==> config.mk <==
export PLATFORM = sky130hd
export DESIGN_NAME = uart_rx_fifo
export DESIGN_NICKNAME = d
export VERILOG_FILES = /design/src/rtl/uart_rx_fifo_pkg.sv /design/src/rtl/uart_rx_fifo_fifo.sv /design/src/rtl/uart_rx_fifo.sv
export SDC_FILE = /design/constraint.sdc
export NUM_CORES = 1
export LEC_CHECK = 0
export BUFFER_PORTS_ARGS = -buffer_cell sky130_fd_sc_hd__buf_2
export CAP_MARGIN = 20
export CORE_UTILIZATION = 44
export CTS_BUF_LIST = sky130_fd_sc_hd__clkbuf_8
export DETAILED_ROUTE_END_ITERATION = 8
export SLEW_MARGIN = 20
export SYNTH_ARGS = -nofsm -noshare
export SYNTH_HDL_FRONTEND = slang
export SYNTH_SLANG_ARGS = --single-unit
==> constraint.sdc <==
create_clock -name clk -period 2.2 [get_ports clk]
set_input_delay 0 -clock clk [delete_from_list [all_inputs] [get_ports clk]]
set_output_delay 0 -clock clk [all_outputs]
set_load 0.02 [all_outputs]
==> src/rtl/uart_rx_fifo_pkg.sv <==
// Shared constants for the UART receive front end: FSM state encodings and bit-timing counts.
package uart_rx_fifo_pkg;

    typedef logic [1:0] rx_state_t;

    localparam rx_state_t ST_IDLE  = 2'd0;
    localparam rx_state_t ST_START = 2'd1;
    localparam rx_state_t ST_DATA  = 2'd2;
    localparam rx_state_t ST_STOP  = 2'd3;

    localparam int MID_TICK  = 7;
    localparam int BIT_TICKS = 16;
    localparam int DATA_BITS = 8;

    function automatic int calc_div(input int clk_hz, input int baud, input int oversample);
        return clk_hz / (baud * oversample);
    endfunction

endpackage

==> src/rtl/uart_rx_fifo_fifo.sv <==
// First-word-fall-through byte FIFO with registered flags and a sticky overflow indicator.
module rx_byte_fifo #(
    parameter int FIFO_AW = 3
) (
    input  logic       clk,
    input  logic       rst,
    input  logic       push_i,
    input  logic [7:0] din_i,
    input  logic       pop_i,
    output logic [7:0] dout_o,
    output logic       empty_o,
    output logic       full_o,
    output logic       overflow_o
);

    localparam logic [FIFO_AW:0] FULL_CNT = {1'b1, {FIFO_AW{1'b0}}};

    logic [7:0]         mem_q [2**FIFO_AW];
    logic [FIFO_AW-1:0] wptr_q, wptr_d;
    logic [FIFO_AW-1:0] rptr_q, rptr_d;
    logic [FIFO_AW:0]   count_q, count_d;
    logic               empty_q, full_q, overflow_q, overflow_d;
    logic               do_push, do_pop;

    // A full FIFO still accepts a push when the head is leaving in the same cycle.
    assign do_pop  = pop_i & ~empty_q;
    assign do_push = push_i & (~full_q | do_pop);

    always_comb begin
        wptr_d     = wptr_q;
        rptr_d     = rptr_q;
        count_d    = count_q;
        overflow_d = overflow_q | (push_i & ~do_push);
        if (do_push) wptr_d = wptr_q + FIFO_AW'(1);
        if (do_pop)  rptr_d = rptr_q + FIFO_AW'(1);
        if (do_push && !do_pop)      count_d = count_q + (FIFO_AW+1)'(1);
        else if (!do_push && do_pop) count_d = count_q - (FIFO_AW+1)'(1);
    end

    always_ff @(posedge clk) begin
        if (!rst) begin
            wptr_q     <= '0;
            rptr_q     <= '0;
            count_q    <= '0;
            empty_q    <= 1'b1;
            full_q     <= 1'b0;
            overflow_q <= 1'b0;
        end else begin
            wptr_q     <= wptr_d;
            rptr_q     <= rptr_d;
            count_q    <= count_d;
            empty_q    <= (count_d == '0);
            full_q     <= (count_d == FULL_CNT);
            overflow_q <= overflow_d;
        end
    end

    always_ff @(posedge clk) begin
        if (do_push) mem_q[wptr_q] <= din_i;
    end

    assign dout_o     = empty_q ? 8'h00 : mem_q[rptr_q];
    assign empty_o    = empty_q;
    assign full_o     = full_q;
    assign overflow_o = overflow_q;

endmodule

==> src/rtl/uart_rx_fifo.sv <==
// Oversampled 8N1 UART receiver feeding an FWFT byte FIFO.
// Define RX_FRAME_ERR_EN to drop frames with a bad stop bit and expose o_frame_err.
module uart_rx_fifo
    import uart_rx_fifo_pkg::*;
#(
    parameter int CLK_HZ     = 100_000_000,
    parameter int BAUD       = 9600,
    parameter int OVERSAMPLE = 16,
    parameter int FIFO_AW    = 3
) (
    input  logic       clk,
    input  logic       rst,
    input  logic       rx,
    input  logic       i_pop,
    output logic [7:0] rx_fifo_data,
    output logic       o_rx_empty,
    output logic       o_rx_full,
    output logic       o_overflow
`ifdef RX_FRAME_ERR_EN
    ,
    output logic       o_frame_err
`endif
);

    localparam int                DIV       = calc_div(CLK_HZ, BAUD, OVERSAMPLE);
    localparam int                DIV_W     = (DIV > 1) ? $clog2(DIV) : 1;
    localparam logic [DIV_W-1:0]  DIV_LAST  = DIV_W'(DIV - 1);
    localparam logic [3:0]        MID_CNT   = 4'(MID_TICK);
    localparam logic [3:0]        LAST_TICK = 4'(BIT_TICKS - 1);
    localparam logic [2:0]        LAST_BIT  = 3'(DATA_BITS - 1);

    logic             rx_meta_q, rx_sync_q;
    logic [DIV_W-1:0] div_q, div_d;
    logic             tick;
    rx_state_t        state_q, state_d;
    logic [3:0]       cnt_q, cnt_d;
    logic [2:0]       bit_q, bit_d;
    logic [7:0]       shift_q, shift_d;
    logic             push_q, push_d;
    logic             start_ok;

`ifdef RX_FRAME_ERR_EN
    logic             ferr_q, ferr_d;
    logic             wait_hi_q, wait_hi_d;

    // After a framing error the line must return high before a new start bit is trusted.
    assign start_ok    = ~wait_hi_q;
    assign o_frame_err = ferr_q;
`else
    assign start_ok    = 1'b1;
`endif

    assign tick  = (div_q == DIV_LAST);
    assign div_d = tick ? '0 : div_q + DIV_W'(1);

    always_comb begin
        state_d = state_q;
        cnt_d   = cnt_q;
        bit_d   = bit_q;
        shift_d = shift_q;
        push_d  = 1'b0;
`ifdef RX_FRAME_ERR_EN
        ferr_d    = 1'b0;
        wait_hi_d = wait_hi_q & ~rx_sync_q;
`endif
        case (state_q)
            ST_IDLE: begin
                if (!rx_sync_q && start_ok) begin
                    state_d = ST_START;
                    cnt_d   = '0;
                end
            end
            ST_START: begin
                if (tick) begin
                    if (cnt_q == MID_CNT) begin
                        cnt_d   = '0;
                        bit_d   = '0;
                        state_d = rx_sync_q ? ST_IDLE : ST_DATA;
                    end else begin
                        cnt_d = cnt_q + 4'd1;
                    end
                end
            end
            ST_DATA: begin
                if (tick) begin
                    if (cnt_q == LAST_TICK) begin
                        cnt_d   = '0;
                        shift_d = {rx_sync_q, shift_q[7:1]};
                        if (bit_q == LAST_BIT) state_d = ST_STOP;
                        else                   bit_d   = bit_q + 3'd1;
                    end else begin
                        cnt_d = cnt_q + 4'd1;
                    end
                end
            end
            ST_STOP: begin
                if (tick) begin
                    if (cnt_q == LAST_TICK) begin
                        cnt_d   = '0;
                        state_d = ST_IDLE;
`ifdef RX_FRAME_ERR_EN
                        if (rx_sync_q) begin
                            push_d = 1'b1;
                        end else begin
                            ferr_d    = 1'b1;
                            wait_hi_d = 1'b1;
                        end
`else
                        push_d = 1'b1;
`endif
                    end else begin
                        cnt_d = cnt_q + 4'd1;
                    end
                end
            end
            default: state_d = ST_IDLE;
        endcase
    end

    always_ff @(posedge clk) begin
        if (!rst) begin
            rx_meta_q <= 1'b1;
            rx_sync_q <= 1'b1;
            div_q     <= '0;
            state_q   <= ST_IDLE;
            cnt_q     <= '0;
            bit_q     <= '0;
            push_q    <= 1'b0;
        end else begin
            rx_meta_q <= rx;
            rx_sync_q <= rx_meta_q;
            div_q     <= div_d;
            state_q   <= state_d;
            cnt_q     <= cnt_d;
            bit_q     <= bit_d;
            push_q    <= push_d;
        end
    end

    always_ff @(posedge clk) begin
        shift_q <= shift_d;
    end

`ifdef RX_FRAME_ERR_EN
    always_ff @(posedge clk) begin
        if (!rst) begin
            ferr_q    <= 1'b0;
            wait_hi_q <= 1'b0;
        end else begin
            ferr_q    <= ferr_d;
            wait_hi_q <= wait_hi_d;
        end
    end
`endif

    rx_byte_fifo #(
        .FIFO_AW (FIFO_AW)
    ) u_fifo (
        .clk        (clk),
        .rst        (rst),
        .push_i     (push_q),
        .din_i      (shift_q),
        .pop_i      (i_pop),
        .dout_o     (rx_fifo_data),
        .empty_o    (o_rx_empty),
        .full_o     (o_rx_full),
        .overflow_o (o_overflow)
    );

endmodule

# == After elaboration in Yosys (flattened, before gate mapping) ==
# Memory sizes are Yosys's and may differ from the RTL's. A register that Yosys moved wholly into a read port is not among the register bits.
# Cells that the tools add are included.
# totals
mem_bits_rw,64
memories,1
in_bits,4
ff_bits,43
wordCells,93
# op_classes
eq_ne,18
n_addsub,7
n_bitwise,9
reduce_logical,14
n_mux,30
# memory_table
name,words,width,read_ports,rd_clocked_by_memory_dff,write_ports,line,text
u_fifo.mem_q,8,8,1,1,1,uart_rx_fifo_fifo.sv:18,logic [7:0] mem_q [2**FIFO_AW];
# ops
operator,n
two-way mux 4 bit,7
two-way mux 3 bit,7
two-way mux 2 bit,9
!= test 2 bit (second input constant),9
case mux 4 bit (3 select lines),1
adder 10 x 1 -> 10 bit (second input constant),1
== test 10 bit (second input constant),1
adder 3 x 1 -> 3 bit (second input constant),3
AND reduction 3 bit,3
adder 4 x 1 -> 4 bit (second input constant),2
== test 4 bit (second input constant),2
two-way mux 8 bit,1
case mux 2 bit (4 select lines),1
AND reduction 8 bit,1
case mux 3 bit (2 select lines),1
AND reduction 6 bit,1
== test 2 bit (second input constant),2
== test 4 x 3 -> 1 bit (second input constant),1
logical NOT 4 bit,1
NOT 1 bit,4
OR reduction 2 bit,2
subtractor 4 x 1 -> 4 bit (second input constant),1
AND 1 bit,3
== test 3 bit (second input constant),1
8 further kinds,13

# == Logic depth before layout (Yosys ltp) ==
# Gate-level depths: netlist of the first run.
# depth
depth_word,9
ltp_mapped,6
ltp_nobuf,6

# == Modules after synthesis ==
# Synthesis of the first run repeated with hierarchy kept, for this count alone.
# hier_totals
cells_unflattened,326
hier_area_um2,4560.6
# by_module_without_submodules
mod,area_per_inst_um2,seq_area_each_um2,instances,cells_each
rx_byte_fifo,3215.6,2242.2,1,192
uart_rx_fifo,1345.0,680.7,1,134

# == Worst setup path after synthesis of the first run ==
# OpenSTA, ideal clock, no wires.
# synth_timing
path_kind,register to register
from,"register u_fifo.empty_q, in the netlist u_fifo.empty_o"
to,"memory u_fifo.mem_q[0][0], enable pin"
path_slack_ns,0.081
t_arrival_ns,1.735
setup_time_ns,0.383
n_path_buf,1
t_required_ns,1.817
stages_incl_launch_ff,6
path_cell_list,dfxtp_1 -> nand2b_1 -> buf_2 -> a21oi_1 -> nand2b_1 -> nor3_1
# synth_between
elab_chain_len,6
# synth_rtl
item,line,text
"start, declared",uart_rx_fifo_fifo.sv:22,"logic empty_q, full_q, overflow_q, overflow_d;"
"start signal, assigned",uart_rx_fifo_fifo.sv:52,empty_q <= (count_d == '0);
NOT 1 bit,uart_rx_fifo_fifo.sv:26,assign do_pop = pop_i & ~empty_q;
AND 1 bit,uart_rx_fifo_fifo.sv:26,
OR 1 bit,uart_rx_fifo_fifo.sv:27,assign do_push = push_i & (~full_q | do_pop);
AND 1 bit,uart_rx_fifo_fifo.sv:27,
two-way mux 1 bit,uart_rx_fifo_fifo.sv:59,if (do_push) mem_q[wptr_q] <= din_i;
two-way mux 1 bit (implied by the code),uart_rx_fifo_fifo.sv:59,
"end, declared",uart_rx_fifo_fifo.sv:18,
# Every way passes these cells.

# == Worst setup path in the final report of the first run ==
# layout_timing
from,register push_q
to,"memory u_fifo.mem_q[6][6], enable pin"
# layout_between
elab_chain_len,3
# layout_rtl
item,line,text
"start, declared",uart_rx_fifo.sv:39,"logic push_q, push_d;"
"start signal, assigned",uart_rx_fifo.sv:136,push_q <= push_d;
AND 1 bit,uart_rx_fifo_fifo.sv:27,
two-way mux 1 bit,uart_rx_fifo_fifo.sv:59,
two-way mux 1 bit (implied by the code),uart_rx_fifo_fifo.sv:59,
# Every way passes these cells.

==> results.toml, run 1 <==
[status]
status = "finished clean"

[synthesis]
syn-instance-count = 330
ys_ff_latch = 110
synth_area_um2 = 4550
async_flop_share_pct = 0
ys_types = 47
synth_seq_area_share_pct = 64.2
ys.warnings.count = 0
synth_edf_count = 72
syn_area_per_cell_um2 = 13.8
synth_flop_cell = "edfxtp_1"
synth.net_count = 343

[placement]
dp_hpwl_um = 5080
numPortBuffers = 14
placed_cell_area_um2 = 4820
gp_congestion = 0.763

[pwr]
pwr-share-seq_pct = 55.6
leakagePower_nw = 1.68
p_sw_share_pct = 28.0
p_int_w = 0.00298
powerDensity_nw_per_um2 = 820
clkPwrFrac_pct = 28.2
ir_worst_vdd_mv = 0.352
p_sw_w = 0.00116
total_power_w = 0.00414
combPwrFrac_pct = 16.2

[setup_path]
r2r_end = "u_fifo.mem_q[6][6]"
cp.required_ps = 2300
r2r-start = "push_q"
slowest_delay_ps = 540
crit_path_max_fanout = 11
startpoint_type = "register"
crit_slowest_cell = "dfxtp_1"
rrSetupSlack_ps = 260
critPathKind = "register to register"
crit_chain = "inv_1 -> a21oi_1 -> nand2b_1 -> nor2_1 -> buf_4"
r2r_cells = 5
end_kind = "register"
crit_arrival_ps = 2030

[grt]
antenna_found_initial = 0
grt_pass1_wl_um = 12700
grt_overflow_total = 0
grt_max_degree = 22
grt_pass1_vias = 2508
track_usage_pct = 15.2

[timing]
max_freq_ghz = 0.517
period_share_pct = 88.0
tightest_slew_ps = 650
final_hold_viol_count = 0
rsz0062_at_grt = "no"
setup_viol = 0
min_period_ps = 1940
fin_skew_ps = 19.6
setup-tns-final_ps = 0
slew_violations = 0
max_slew_margin_pct = 56.6

[layout]
final_cell_mix = "edfxtp_1 (72), dfxtp_1 (38), nor2_1 (35)"
drive_above_1_share_pct = 18.2
final_net_count = 370
final_area_um2 = 5050
area_growth_pct = 10.9
final_common_cell = "edfxtp_1"
seqCellArea_um2 = 2920
multi_input_area_um2 = 1520
fillers = 885
antenna_cells = 0

[clock_network]
post_cts_buffers = 0
cts_tree = "done"
cts_hold_buf = 3
cts_made_buffers = 9
cts.sinks = 110
cts_root_buf = "clkbuf_8"
clk_latency_ps = 380
cts.htree.levels = 3
clockBufferDepth = 2
ctsResizeCount = 0
clkTransAtPathRegs_ps = 110

[routing]
drc = 0
vias = 2608
drtIter0Drc = 76
totalWireLength_um = 7550
wire_per_inst_um = 15.3
drt_first_pass_iters = 5
ant_nets = 0
viasPerCell = 5.27

[die]
start_util_pct = 45.9
die_y_um = 104
die_x_um = 104
dieArea_um2 = 10800
coreArea_um2 = 9910
io_pins = 15
rows = 36

[job]
max_cap_viol_count = 0

[min_path]
hold_depth = 5
hold_start = "i_pop"
hp-class = "input pin to register"
holdPathEnd = "u_fifo.full_o"
how the worst max path moves through the flow:
stage	from	to	slack, ps	cells past startpoint
2_1_floorplan	u_fifo.empty_o	u_fifo.mem_q[0][0]	80	5
3_3_place_gp	push_q	u_fifo.mem_q[6][1]	320	5
3_5_place_dp	push_q	u_fifo.mem_q[6][1]	250	5
4_1_cts	push_q	u_fifo.mem_q[6][6]	240	5
5_1_grt	register	rx_fifo_data[7]	110	5
6_report	push_q	u_fifo.mem_q[6][6]	260	5
cells in the mapped netlist, types with 2 or more instances:
cell / count / area (um2)
xor2_1: 5 / 43.8
or4_1: 5 / 37.5
nand3_1: 8 / 40.0
xnor2_1: 8 / 70.1
buf_2: 7 / 35.0
nor2b_1: 2 / 12.5
nor2_1: 35 / 131
nor4bb_1: 2 / 20.0
o21ai_0: 6 / 30.0
or3_1: 5 / 31.3
nor3_1: 11 / 55.1
mux4_2: 16 / 360
ha_1: 9 / 113
nor4_1: 3 / 18.8
nand3b_1: 2 / 15.0
o211ai_1: 6 / 45.0
dfxtp_1: 38 / 761
nand2b_1: 8 / 50.1
inv_1: 9 / 33.8
nor3b_1: 2 / 15.0
edfxtp_1: 72 / 2160
buf_1: 3 / 11.3
mux2i_1: 11 / 110
a31oi_1: 2 / 12.5
and3_1: 2 / 12.5
clkbuf_1: 5 / 18.8
nand2_1: 18 / 67.6
a21oi_1: 11 / 55.1
layout make-up:
class                      count  share of cell area [%]
sequential                   110                    57.9
multi-input combinational    195                    30.1
timing repair buffer          32                    4.22
tap                          133                    3.30
clock buffer                   9                    2.45
clock inverter                 7                    1.39
inverter                       9                   0.669
state kept, by name, indices dropped and copies added (netlist names), named ones only:
signal and flops:
u_fifo.count_q 4, shift_q 8, u_fifo.rptr_q 3, u_fifo.mem_q 64, u_fifo.full_o 1, bit_q 3
state_q 1, cnt_q 4, div_q 10, rx_sync_q 1, u_fifo.wptr_q 3, push_q 1
u_fifo.overflow_o 1, rx_meta_q 1, u_fifo.empty_o 1
stage by stage:
stage	hold WS, ps	worst slack, ps	utilization, %	std cells
3_5_place_dp	184	245	48.7	476
6_report	139	265	50.9	495
4_1_cts	133	245	50.9	495
5_1_grt	163	108	50.9	495
2_1_floorplan	101	81.3	-	330
3_3_place_gp	182	324	48.7	476
logic make-up after synthesis:
kind of cell | count (synthesis) | synth area share [%]
XOR/XNOR | 13 | 2.50
AND/OR/NAND/NOR | 110 | 12.7
multiplexers | 27 | 10.3
adder cells (fa/ha/maj) | 9 | 2.48
flip-flops | 110 | 64.2
buffers and inverters | 25 | 2.42
AO/OA/AOI/OAI | 36 | 5.28
critical path: cells and delay by family, from the launching register on:
family,cells,cell delay [ps]
AO/OA/AOI/OAI,1,290
buffers and inverters,2,380
flip-flops,1,540
AND/OR/NAND/NOR,2,460
power groups by stage:
stage	Sequential, W	Combinational, W	Clock [W]
finish	0.00230	0.000671	0.00117
detailed placement	0.00235	0.000677	0
global route	0.00231	0.000746	0.00129
global placement	0.00235	0.000677	0
CTS	0.00230	0.000683	0.00121
floorplan	0.00233	0.000526	0
per-layer routing:
layer | wire length, um | share of wire, % | GRT usage [%] | vias up
met3 | 205 | 2.7 | 4.15 | 7
met5 | 0 | 0 | 0 | -
met4 | 80 | 1.1 | 3.98 | 0
li1 | - | - | - | 1289
met1 | 3450 | 46 | 18.9 | 1279
met2 | 3820 | 51 | 26.2 | 33
(Power assumes the default switching activity.)
==> run 2, diff against run 1 <==
--- a/config.mk
+++ b/config.mk
@@ -10,6 +10,7 @@
 export CORE_UTILIZATION = 44
 export CTS_BUF_LIST = sky130_fd_sc_hd__clkbuf_8
 export DETAILED_ROUTE_END_ITERATION = 8
+export PLACE_DENSITY_LB_ADDON = 0.25
 export SLEW_MARGIN = 20
 export SYNTH_ARGS = -nofsm -noshare
 export SYNTH_HDL_FRONTEND = slang
==> run 2 against run 1 <==
Compared with the run above: worst setup slack gained 27 ps; sequential share of layout area shrank 0.17 points; via count grew 3.4%.
==> results.toml, run 2 (synthesis gave the netlist of run 1 again) <==
[routing]
totalWireLength_um = 7980
vias = 2697
ant_nets = 0
route.layer.met1.wl_um = 3630
highest_layer = "met4"
wl_met3_um = 185
drtIter0Drc = 179
drt_first_pass_iters = 4
drc = 0
wire_per_inst_um = 16.1
viasPerCell = 5.43
wl_met2_um = 4070

[job]
max_cap_viol_count = 0

[clock_network]
cts_root_buf = "clkbuf_8"
post_cts_buffers = 0
clk_latency_ps = 360
clockBufferDepth = 2
cts_made_buffers = 9
cts.htree.levels = 3
clkTransAtPathRegs_ps = 100
cts.sinks = 110
cts_tree = "done"

[layout]
top_register = "u_fifo.mem_q"
area_growth_pct = 11.2
final_net_count = 372
final_cell_mix = "edfxtp_1 (72), dfxtp_1 (38), nor2_1 (35)"
largest_reg_flops = 64
antenna_cells = 0
reg_top3 = "u_fifo.mem_q (64), div_q (10), shift_q (8)"
multi_input_area_um2 = 1520
fin_cells = 497
drive_above_1_share_pct = 18.7
seqCellArea_um2 = 2920
final_common_cell = "edfxtp_1"
final_area_um2 = 5060
fillers = 870

[timing]
slew_violations = 0
setup-tns-final_ps = 0
max_slew_margin_pct = 55.5
final_hold_viol_count = 0
period_share_pct = 86.8
fin_skew_ps = 14.9
rsz0062_at_grt = "no"
holdWs_ps = 162
setup_viol = 0
tightest_slew_ps = 667
max_freq_ghz = 0.524
min_period_ps = 1910

[setup_path]
r2r_end = "bit_q[0]"
startpoint_type = "register"
end_kind = "output port"
crit_arrival_ps = 1910
r2r_cells = 6
critPathKind = "register to output port"
rrSetupSlack_ps = 330
r2r-start = "bit_q[0]"
crit_path_max_fanout = 16
cp.required_ps = 2200

[pwr]
ir_worst_vdd_mv = 0.332
total_power_w = 0.00414
leakagePower_nw = 1.68
pwr-share-seq_pct = 55.6
combPwrFrac_pct = 16.6
p_sw_share_pct = 28.1
p_int_w = 0.00298
p_sw_w = 0.00116
powerDensity_nw_per_um2 = 819
clkPwrFrac_pct = 27.8

[die]
dieArea_um2 = 10800
rows = 36
die_y_um = 104
die_x_um = 104
start_util_pct = 45.9
io_pins = 15
coreArea_um2 = 9910

[min_path]
hp-class = "input pin to register"
holdPathEnd = "u_fifo.full_o"
hold_start = "i_pop"
hold_depth = 5

[status]
status = "finished clean"

[grt]
antenna_found_initial = 0
track_usage_pct = 15.8
grt_pass1_wl_um = 13200
grt_overflow_total = 0
grt_pass1_vias = 2670
grt_max_degree = 22

[placement]
dp_hpwl_um = 5380
placed_cell_area_um2 = 4840
dp_cells = 478
numPortBuffers = 14
gp_congestion = 0.791
## run 2: critical path, cell delays in order, from the launching register on
cell     delay (ps)
dfxtp_1         320
buf_4           300
mux4_2          560
mux2i_1         160
nor2_1           50
buf_2           150
## run 2: cell type report
type,instances,share of cell area (%)
Clock inverter,7,1.38
Sequential cell,110,57.8
Clock buffer,9,2.45
Timing Repair Buffer,34,4.50
Multi-Input combinational cell,195,30.0
Tap cell,133,3.29
Inverter,9,0.667
## run 2: worst max-delay path by stage
stage / startpoint / to / slack, ps / cells past startpoint
finish: register / rx_fifo_data[4] / 290 / 5
global route: push_q / u_fifo.mem_q[0][7] / 140 / 5
CTS: register / rx_fifo_data[4] / 230 / 5
detailed placement: push_q / u_fifo.mem_q[7][1] / 360 / 5
global placement: push_q / u_fifo.mem_q[7][2] / 380 / 5
floorplan: u_fifo.empty_o / u_fifo.mem_q[0][0] / 80 / 5
## run 2: power by group through the flow
stage	Sequential (W)	Clock (W)	Combinational (W)
floorplan	0.00233	0	0.000526
CTS	0.00230	0.00119	0.000693
detailed placement	0.00235	0	0.000686
global placement	0.00235	0	0.000675
global route	0.00232	0.00126	0.000763
finish	0.00230	0.00115	0.000686
## run 2: repair_timing
action                                 4_1_cts  5_1_grt
hold buffers                                 3        0
endpoints found under the hold margin        7        0
resized for setup                            0        0
## run 2: metrics by stage
step | util, % | setup slack, ps
2_1_floorplan | - | 81.3
3_5_place_dp | 48.8 | 358
6_report | 51.1 | 291
4_1_cts | 51.1 | 234
5_1_grt | 51.1 | 136
3_3_place_gp | 48.8 | 377
## run 2: layer usage
layer / GRT usage, % / vias up
met4: 4.90 / 0
met3: 2.08 / 8
met1: 19.8 / 1346
li1: - / 1299
met5: 0 / -
met2: 28.4 / 44
